[src/rtl/valid_flush_ctrl_pkg.sv]
// Shared state encodings and constants for the cache valid-bit controller.
// Imported by the controller top and its interface users.
package valid_flush_ctrl_pkg;

  typedef enum logic [1:0] {
    S_IDLE  = 2'd0,
    S_FLUSH = 2'd1,
    S_DRAIN = 2'd2
  } state_t;

  localparam int DRAIN_LEN = 2;

endpackage

[src/rtl/valid_flush_ctrl_if.sv]
// Client-side bundle of the valid-bit controller: A/B writers, reader, flush.
// master = cache clients, slave = controller.
interface valid_flush_ctrl_if #(
  parameter int WIDTH  = 8,
  parameter int DEEPTH = 8
);

  logic              a_req;
  logic [DEEPTH-1:0] a_addr;
  logic [WIDTH-1:0]  a_data;
  logic              a_ready;
  logic              b_req;
  logic [DEEPTH-1:0] b_addr;
  logic [WIDTH-1:0]  b_data;
  logic              b_ready;
  logic              rd_req;
  logic [DEEPTH-1:0] rd_addr;
  logic              rd_ready;
  logic              rd_valid;
  logic [WIDTH-1:0]  rd_data;
  logic              flush_req;
  logic              flush_busy;
  logic              flush_done;

  modport master (
    output a_req, a_addr, a_data,
    output b_req, b_addr, b_data,
    output rd_req, rd_addr, flush_req,
    input  a_ready, b_ready, rd_ready,
    input  rd_valid, rd_data,
    input  flush_busy, flush_done
  );

  modport slave (
    input  a_req, a_addr, a_data,
    input  b_req, b_addr, b_data,
    input  rd_req, rd_addr, flush_req,
    output a_ready, b_ready, rd_ready,
    output rd_valid, rd_data,
    output flush_busy, flush_done
  );

endinterface

[src/rtl/valid_flush_ctrl_sweep_cnt.sv]
// Flush sweep counter: one count per pair of lines, with clear,
// enable and a flag raised on the final count.
module flush_sweep_cnt #(
  parameter int W = 1,
  parameter int N = 1
) (
  input  logic         clk,
  input  logic         rst_n,
  input  logic         i_clr,
  input  logic         i_en,
  output logic [W-1:0] o_cnt,
  output logic         o_last
);

  logic [W-1:0] r_cnt;

  always_ff @(posedge clk or negedge rst_n) begin
    if (!rst_n) begin
      r_cnt <= '0;
    end else if (i_clr) begin
      r_cnt <= '0;
    end else if (i_en) begin
      r_cnt <= r_cnt + 1'b1;
    end
  end

  assign o_cnt  = r_cnt;
  assign o_last = (r_cnt == W'(N - 1));

endmodule

[src/rtl/valid_flush_ctrl.sv]
// Valid-bit RAM controller: A/B write arbitration, read return, flush sweep.
// VCTRL_RESET_FLUSH_EN: when defined, a flush runs straight out of reset.
module valid_flush_ctrl
  import valid_flush_ctrl_pkg::*;
#(
  parameter int WIDTH  = 8,
  parameter int DEEPTH = 8
) (
  input  logic              clk,
  input  logic              rst_n,
  valid_flush_ctrl_if.slave bus,
  output logic              ram_W_en_A,
  output logic [DEEPTH-1:0] ram_W_addr_A,
  output logic [WIDTH-1:0]  ram_W_data_A,
  output logic              ram_W_en_B,
  output logic [DEEPTH-1:0] ram_W_addr_B,
  output logic [WIDTH-1:0]  ram_W_data_B,
  output logic              ram_R_en_A,
  output logic [DEEPTH-1:0] ram_R_addr_A,
  input  logic [WIDTH-1:0]  ram_R_data_A
);

  localparam int CW     = (DEEPTH > 1) ? DEEPTH - 1 : 1;
  localparam int NSWEEP = 2 ** (DEEPTH - 1);

`ifdef VCTRL_RESET_FLUSH_EN
  localparam state_t RST_STATE = S_FLUSH;
  localparam logic   RST_BUSY  = 1'b1;
`else
  localparam state_t RST_STATE = S_IDLE;
  localparam logic   RST_BUSY  = 1'b0;
`endif

  state_t r_state;
  state_t w_nxt;
  logic   r_busy;
  logic   r_done;
  logic   w_done_nxt;
  logic   r_drain;

  logic          w_in_flush;
  logic          w_fl;
  logic [CW-1:0] w_cnt;
  logic          w_last;

  logic w_open;
  logic w_conf;
  logic w_a_acc;
  logic w_b_acc;
  logic w_rd_acc;

  flush_sweep_cnt #(
    .W (CW),
    .N (NSWEEP)
  ) u_cnt (
    .clk    (clk),
    .rst_n  (rst_n),
    .i_clr  (!w_in_flush),
    .i_en   (w_in_flush),
    .o_cnt  (w_cnt),
    .o_last (w_last)
  );

  always_ff @(posedge clk or negedge rst_n) begin
    if (!rst_n) begin
      r_state <= RST_STATE;
      r_busy  <= RST_BUSY;
      r_done  <= 1'b0;
      r_drain <= 1'b0;
    end else begin
      r_state <= w_nxt;
      r_busy  <= (w_nxt != S_IDLE);
      r_done  <= w_done_nxt;
      r_drain <= (r_state == S_DRAIN) ? r_drain + 1'b1 : 1'b0;
    end
  end

  always_comb begin
    w_nxt      = r_state;
    w_done_nxt = 1'b0;
    unique case (r_state)
      S_IDLE: begin
        if (bus.flush_req) begin
          w_nxt = S_FLUSH;
        end
      end
      S_FLUSH: begin
        if (w_last) begin
          w_nxt = S_DRAIN;
        end
      end
      S_DRAIN: begin
        if (r_drain == 1'(DRAIN_LEN - 1)) begin
          w_nxt      = S_IDLE;
          w_done_nxt = 1'b1;
        end
      end
      default: w_nxt = S_IDLE;
    endcase
  end

  // rst_n gating keeps readies and RAM enables quiet while reset is held
  assign w_in_flush = (r_state == S_FLUSH);
  assign w_fl       = w_in_flush & rst_n;
  assign w_open     = rst_n & (r_state == S_IDLE) & !bus.flush_req;
  assign w_conf     = bus.a_req & bus.b_req
                    & (bus.a_addr == bus.b_addr);
  assign w_a_acc    = w_open & bus.a_req;
  assign w_b_acc    = w_open & bus.b_req & !w_conf;
  assign w_rd_acc   = w_open & bus.rd_req;

  assign bus.a_ready    = w_a_acc;
  assign bus.b_ready    = w_b_acc;
  assign bus.rd_ready   = w_rd_acc;
  assign bus.flush_busy = r_busy;
  assign bus.flush_done = r_done;

  assign ram_W_en_A   = w_fl | w_a_acc;
  assign ram_W_addr_A = w_fl ? DEEPTH'({w_cnt, 1'b0}) : bus.a_addr;
  assign ram_W_data_A = w_fl ? '0 : bus.a_data;
  assign ram_W_en_B   = w_fl | w_b_acc;
  assign ram_W_addr_B = w_fl ? DEEPTH'({w_cnt, 1'b1}) : bus.b_addr;
  assign ram_W_data_B = w_fl ? '0 : bus.b_data;
  assign ram_R_en_A   = w_rd_acc;
  assign ram_R_addr_A = bus.rd_addr;

  // The RAM takes two cycles to commit a write, so writes from this
  // cycle and the previous two are forwarded over the RAM read data.
  logic [1:0]        w_cur_en;
  logic [DEEPTH-1:0] w_cur_addr [2];
  logic [WIDTH-1:0]  w_cur_data [2];
  logic [1:0]        r_h1_en;
  logic [DEEPTH-1:0] r_h1_addr  [2];
  logic [WIDTH-1:0]  r_h1_data  [2];
  logic [1:0]        r_h2_en;
  logic [DEEPTH-1:0] r_h2_addr  [2];
  logic [WIDTH-1:0]  r_h2_data  [2];

  assign w_cur_en      = {ram_W_en_B, ram_W_en_A};
  assign w_cur_addr[0] = ram_W_addr_A;
  assign w_cur_addr[1] = ram_W_addr_B;
  assign w_cur_data[0] = ram_W_data_A;
  assign w_cur_data[1] = ram_W_data_B;

  always_ff @(posedge clk or negedge rst_n) begin
    if (!rst_n) begin
      r_h1_en <= '0;
      r_h2_en <= '0;
      for (int p = 0; p < 2; p++) begin
        r_h1_addr[p] <= '0;
        r_h1_data[p] <= '0;
        r_h2_addr[p] <= '0;
        r_h2_data[p] <= '0;
      end
    end else begin
      r_h1_en <= w_cur_en;
      r_h2_en <= r_h1_en;
      for (int p = 0; p < 2; p++) begin
        r_h1_addr[p] <= w_cur_addr[p];
        r_h1_data[p] <= w_cur_data[p];
        r_h2_addr[p] <= r_h1_addr[p];
        r_h2_data[p] <= r_h1_data[p];
      end
    end
  end

  logic             w_hit;
  logic [WIDTH-1:0] w_fdata;

  always_comb begin
    w_hit   = 1'b0;
    w_fdata = '0;
    for (int p = 0; p < 2; p++) begin
      if (r_h2_en[p] && (r_h2_addr[p] == bus.rd_addr)) begin
        w_hit   = 1'b1;
        w_fdata = r_h2_data[p];
      end
    end
    for (int p = 0; p < 2; p++) begin
      if (r_h1_en[p] && (r_h1_addr[p] == bus.rd_addr)) begin
        w_hit   = 1'b1;
        w_fdata = r_h1_data[p];
      end
    end
    for (int p = 0; p < 2; p++) begin
      if (w_cur_en[p] && (w_cur_addr[p] == bus.rd_addr)) begin
        w_hit   = 1'b1;
        w_fdata = w_cur_data[p];
      end
    end
  end

  logic             r_rd_valid;
  logic             r_fwd_hit;
  logic [WIDTH-1:0] r_fwd_data;

  always_ff @(posedge clk or negedge rst_n) begin
    if (!rst_n) begin
      r_rd_valid <= 1'b0;
      r_fwd_hit  <= 1'b0;
      r_fwd_data <= '0;
    end else begin
      r_rd_valid <= w_rd_acc;
      r_fwd_hit  <= w_rd_acc & w_hit;
      r_fwd_data <= w_fdata;
    end
  end

  assign bus.rd_valid = r_rd_valid;
  assign bus.rd_data  = !r_rd_valid ? '0
                      : r_fwd_hit  ? r_fwd_data
                      : ram_R_data_A;

endmodule

[src/flat_wrapper.sv]
// flat-port wrapper written by rule: the top's interface ports become plain ports
module valid_flush_ctrl_flat import valid_flush_ctrl_pkg::*;
#(
  parameter int WIDTH  = 8,
  parameter int DEEPTH = 8
)
  (clk, rst_n, ram_W_en_A, ram_W_addr_A, ram_W_data_A, ram_W_en_B, ram_W_addr_B, ram_W_data_B, ram_R_en_A, ram_R_addr_A, ram_R_data_A, bus_a_req, bus_a_addr, bus_a_data, bus_b_req, bus_b_addr, bus_b_data, bus_rd_req, bus_rd_addr, bus_flush_req, bus_a_ready, bus_b_ready, bus_rd_ready, bus_rd_valid, bus_rd_data, bus_flush_busy, bus_flush_done);
  valid_flush_ctrl_if #(.WIDTH(WIDTH), .DEEPTH(DEEPTH)) bus_i ();
  input  logic clk;
  input  logic rst_n;
  output logic ram_W_en_A;
  output logic [DEEPTH-1:0] ram_W_addr_A;
  output logic [WIDTH-1:0] ram_W_data_A;
  output logic ram_W_en_B;
  output logic [DEEPTH-1:0] ram_W_addr_B;
  output logic [WIDTH-1:0] ram_W_data_B;
  output logic ram_R_en_A;
  output logic [DEEPTH-1:0] ram_R_addr_A;
  input  logic [WIDTH-1:0] ram_R_data_A;
  input wire logic [$bits(bus_i.a_req)-1:0] bus_a_req;
  input wire logic [$bits(bus_i.a_addr)-1:0] bus_a_addr;
  input wire logic [$bits(bus_i.a_data)-1:0] bus_a_data;
  input wire logic [$bits(bus_i.b_req)-1:0] bus_b_req;
  input wire logic [$bits(bus_i.b_addr)-1:0] bus_b_addr;
  input wire logic [$bits(bus_i.b_data)-1:0] bus_b_data;
  input wire logic [$bits(bus_i.rd_req)-1:0] bus_rd_req;
  input wire logic [$bits(bus_i.rd_addr)-1:0] bus_rd_addr;
  input wire logic [$bits(bus_i.flush_req)-1:0] bus_flush_req;
  output wire logic [$bits(bus_i.a_ready)-1:0] bus_a_ready;
  output wire logic [$bits(bus_i.b_ready)-1:0] bus_b_ready;
  output wire logic [$bits(bus_i.rd_ready)-1:0] bus_rd_ready;
  output wire logic [$bits(bus_i.rd_valid)-1:0] bus_rd_valid;
  output wire logic [$bits(bus_i.rd_data)-1:0] bus_rd_data;
  output wire logic [$bits(bus_i.flush_busy)-1:0] bus_flush_busy;
  output wire logic [$bits(bus_i.flush_done)-1:0] bus_flush_done;
  assign bus_i.a_req = bus_a_req;
  assign bus_i.a_addr = bus_a_addr;
  assign bus_i.a_data = bus_a_data;
  assign bus_i.b_req = bus_b_req;
  assign bus_i.b_addr = bus_b_addr;
  assign bus_i.b_data = bus_b_data;
  assign bus_i.rd_req = bus_rd_req;
  assign bus_i.rd_addr = bus_rd_addr;
  assign bus_i.flush_req = bus_flush_req;
  assign bus_a_ready = bus_i.a_ready;
  assign bus_b_ready = bus_i.b_ready;
  assign bus_rd_ready = bus_i.rd_ready;
  assign bus_rd_valid = bus_i.rd_valid;
  assign bus_rd_data = bus_i.rd_data;
  assign bus_flush_busy = bus_i.flush_busy;
  assign bus_flush_done = bus_i.flush_done;
  valid_flush_ctrl #(.WIDTH(WIDTH), .DEEPTH(DEEPTH)) u_core (.clk(clk), .rst_n(rst_n), .bus(bus_i), .ram_W_en_A(ram_W_en_A), .ram_W_addr_A(ram_W_addr_A), .ram_W_data_A(ram_W_data_A), .ram_W_en_B(ram_W_en_B), .ram_W_addr_B(ram_W_addr_B), .ram_W_data_B(ram_W_data_B), .ram_R_en_A(ram_R_en_A), .ram_R_addr_A(ram_R_addr_A), .ram_R_data_A(ram_R_data_A));
endmodule
[config.mk]
export PLATFORM = sky130hd
export DESIGN_NAME = valid_flush_ctrl_flat
export DESIGN_NICKNAME = d
export VERILOG_FILES = /design/src/rtl/valid_flush_ctrl_pkg.sv /design/src/rtl/valid_flush_ctrl_if.sv /design/src/rtl/valid_flush_ctrl_sweep_cnt.sv /design/src/rtl/valid_flush_ctrl.sv /design/src/flat_wrapper.sv
export SDC_FILE = /design/constraint.sdc
export NUM_CORES = 1
export LEC_CHECK = 0
export ABC_AREA = 1
export BUFFER_PORTS_ARGS = -buffer_cell sky130_fd_sc_hd__buf_2
export CORE_ASPECT_RATIO = 0.9
export CORE_MARGIN = 4
export CORE_UTILIZATION = 59
export DETAILED_ROUTE_END_ITERATION = 16
export PLACE_DENSITY = 0.95
export SLEW_MARGIN = 20
export SYNTH_ARGS = -nofsm -noshare
export SYNTH_HDL_FRONTEND = slang
export SYNTH_SLANG_ARGS = --single-unit
[constraint.sdc]
create_clock -name clk -period 4.8 [get_ports clk]
set_clock_uncertainty 0.1 [all_clocks]
set_input_delay 0.24 -clock clk [delete_from_list [all_inputs] [get_ports clk]]
set_output_delay 0.24 -clock clk [all_outputs]
set_load 0.1 [all_outputs]
==> run_results.csv <==
group,metric,value,unit
cells_and_area,final_layout_size_suffix_gt1_share,22.0,%
cells_and_area,fill_cells,559,
floorplan,dieArea,9740,sq um
setup_path,worstSetupEndpointType,"primary output",
cts,cts_tree,"done",
grt,track_usage,29.3,%
cts,cts-hold-fix-buffers,1,
setup_path,critPathLaunchType,"input port",
drt,drt_iter0_drc,480,
grt,grt_pass1_wl,22600,um
cts,clk_pin_slew_worst_paths,0.09,ns
cells_and_area,n_antenna_cell,0,
synthesis,synth_area_leaders,"dfrtp_1 46%, nand2_1 15%, inv_1 8.2%",
sta,hold_viol_final,0,
cells_and_area,finalNetCount,816,
cts,h-tree-depth,3,
floorplan,placementRows,31,
floorplan,coreArea,8030,sq um
placed_design,hpwl,10600,um
sta,slew_headroom,39.9,%
placed_design,routabilityCongestion,1.04,
cells_and_area,area_growth,15.3,%
sta,fin_crit,2.67,ns
drt,post_drt_wl_per_cell,16.0,um
sta,setup_viol,0,
synthesis,syn_inst,657,
floorplan,io_pins,111,
setup_path,crit_type,"input port to primary output",
status,outcome,"finished, final reports clean",
drt,firstDrtPassIters,5,
drt,num_vias,4755,
synthesis,avgSynthCellArea,7.39,sq um
pwr,vdd_ir_drop_max,0.000182,V
setup_path,worstPathArrival,2.33,ns
floorplan,initial_core_util,60.4,%
cts,cts-root-buf,"clkbuf_8",
sta,setup_tns,0,ns
sta,fmax,374,MHz
synthesis,synth_cell_types,37,
synthesis,synth.most_common_cell,"nand2_1",
grt,grt_max_degree,74,
drt,ant_nets,0,
drt,vias_per_cell,5.50,
pwr,total_leakage_power,0.00333,uW
drt,wirelength,13800,um
synthesis,synthArstFlopShare,100,%
grt,antenna_found_initial,0,
drt,drc,0,
floorplan,die_y,94.0,um
synthesis,synth_common_cells,"198 x nand2_1, 106 x inv_1, 90 x dfrtp_1",
placed_design,portBuffers,110,
setup_path,cp_max_fo,23,
synthesis,ys_warn_count,0,
cells_and_area,post-route-util,69.7,%
sta,min_period_over_period,55.7,%
synthesis,synth.cell_area,4850,sq um
cts,clk_path_buf_depth,2,
sta,rsz0062_at_grt,"no",
flow_run,drv_cap,0,
cts,cts_resized,0,
setup_path,worstPathRequired,4.46,ns
grt,first_global_vias,4709,
synthesis,synth_edf_count,0,
sta,drv_slew,0,
cts,numCtsBuffers,9,
grt,grt-ovfl-total,0,
cts,postCtsSetupBuffers,0,
worst_hold_path,hp-class,"input port to register",
synthesis,synth.ff_latch_count,90,
synthesis,yosysSeqAreaShare,46.4,%
cts,clock_latency,0.36,ns
synthesis,ys_dominant_reg_cell,"dfrtp_1",
pwr,p_per_area,293,nW/um^2
synthesis,synth_top_area_share,46.4,%
floorplan,die_width,104,um
synthesis,syn_nets,712,
cts,cts_num_sinks,90,
synthesis,yosysTopAreaCell,"dfrtp_1",
sta,worst_pin_slew,0.901,ns
-- worst max-delay path, stage by stage --
cell and delay (ns):
dlygate4sd3_1 0.53, buf_4 0.30, inv_2 0.12, nor4_1 0.27, nand2_1 0.12, nand2_1 0.24, buf_2 0.49
-- cell type report --
cell class,count,area (sq um),share of cell area [%]
clock buffers,9,124,2.21
clock inverters,6,52.6,0.939
inverters,112,420,7.51
multi-input cells,436,2050,36.7
flip-flops and latches,90,2250,40.2
well taps,99,124,2.21
repair buffers,112,571,10.2
-- placed cells by master, fill, tap and decap left out, types with 2 or more instances in the layout --
| cell type | count |
|---|---|
| inv_1 | 106 |
| nand2_4 | 6 |
| nand2_1 | 198 |
| xor2_1 | 3 |
| nor4_1 | 2 |
| clkbuf_8 | 9 |
| or2_2 | 6 |
| nor2_2 | 3 |
| o211ai_1 | 2 |
| o21ai_0 | 22 |
| a21oi_2 | 4 |
| nor2_1 | 77 |
| nand2_2 | 9 |
| xnor2_1 | 5 |
| nor3_1 | 4 |
| nand3b_1 | 3 |
| clkinv_2 | 2 |
| inv_6 | 2 |
| a21oi_1 | 18 |
| o21ai_1 | 2 |
| nand3_1 | 46 |
| nand4_1 | 9 |
| nor2_4 | 5 |
| dfrtp_1 | 90 |
| buf_4 | 2 |
| inv_2 | 6 |
| o22ai_1 | 4 |
| buf_2 | 109 |
-- where the power goes --
group / internal, uW / switching, uW / total (uW)
clock network: 192 / 281 / 473
registers: 789 / 20.9 / 810
logic: 73.5 / 284 / 358
-- per-stage QoR --
stage          instances  total power [uW]  worst slack, ns  cell area (sq um)  hold slack, ns
6_report             864              1640             2.13               5600          0.0287
5_1_grt              864              1710             1.98               5600          0.0175
4_1_cts              864              1640             2.14               5600          0.0189
3_5_place_dp         848              1180             2.51               5410          0.0572
3_3_place_gp         848              1170             2.60               5410          0.0515
2_1_floorplan        657              1080             1.99               4850          -0.156
-- flip-flops by register name, indices dropped and copies added (netlist names), 2 cells and up --
name,flops
u_core.r_h1_en,2
u_core.r_h2_en,2
u_core.r_fwd_data,8
u_core.r_h2_data,16
u_core.r_h2_addr,16
u_core.r_state,2
u_core.u_cnt.o_cnt,7
u_core.r_h1_data,16
u_core.r_h1_addr,16
-- per-layer routing --
layer  up-vias  share of wire (%)  global-route usage, %
met5         -                  0                      0
met3        51                9.8                   6.32
met2       301                 48                   48.9
li1       2204                  -                      -
met4         0                3.3                   14.3
met1      2199                 39                   36.7
-- final timing paths --
check,startpoint,end,slack (ns),cells past startpoint
setup / recovery,rst_n,ram_W_en_B,2.13,7
setup reg to reg,u_core.r_state[1],u_core.r_fwd_data[6],2.46,14
max in group asynchronous,rst_n,u_core.r_h1_data[12],3.19,3
hold reg to reg,u_core.r_h1_data[7],u_core.r_h2_data[7],0.28,0
min in group asynchronous,rst_n,u_core.u_cnt.o_cnt[6],0.22,2
hold / removal,bus_b_data[5],u_core.r_h1_data[5],0.03,3
-- logic make-up after synthesis --
| kind of cell | share of synthesized area [%] |
|---|---|
| xor gates and xnor gates | 1.44 |
| AOI/OAI and AO/OA | 6.03 |
| buffers and inverters | 11.3 |
| adders and majority gates | 0.258 |
| and+or+nand+nor | 34.6 |
| DFF | 46.4 |
No activity file was read; power rests on OpenSTA's default activity.
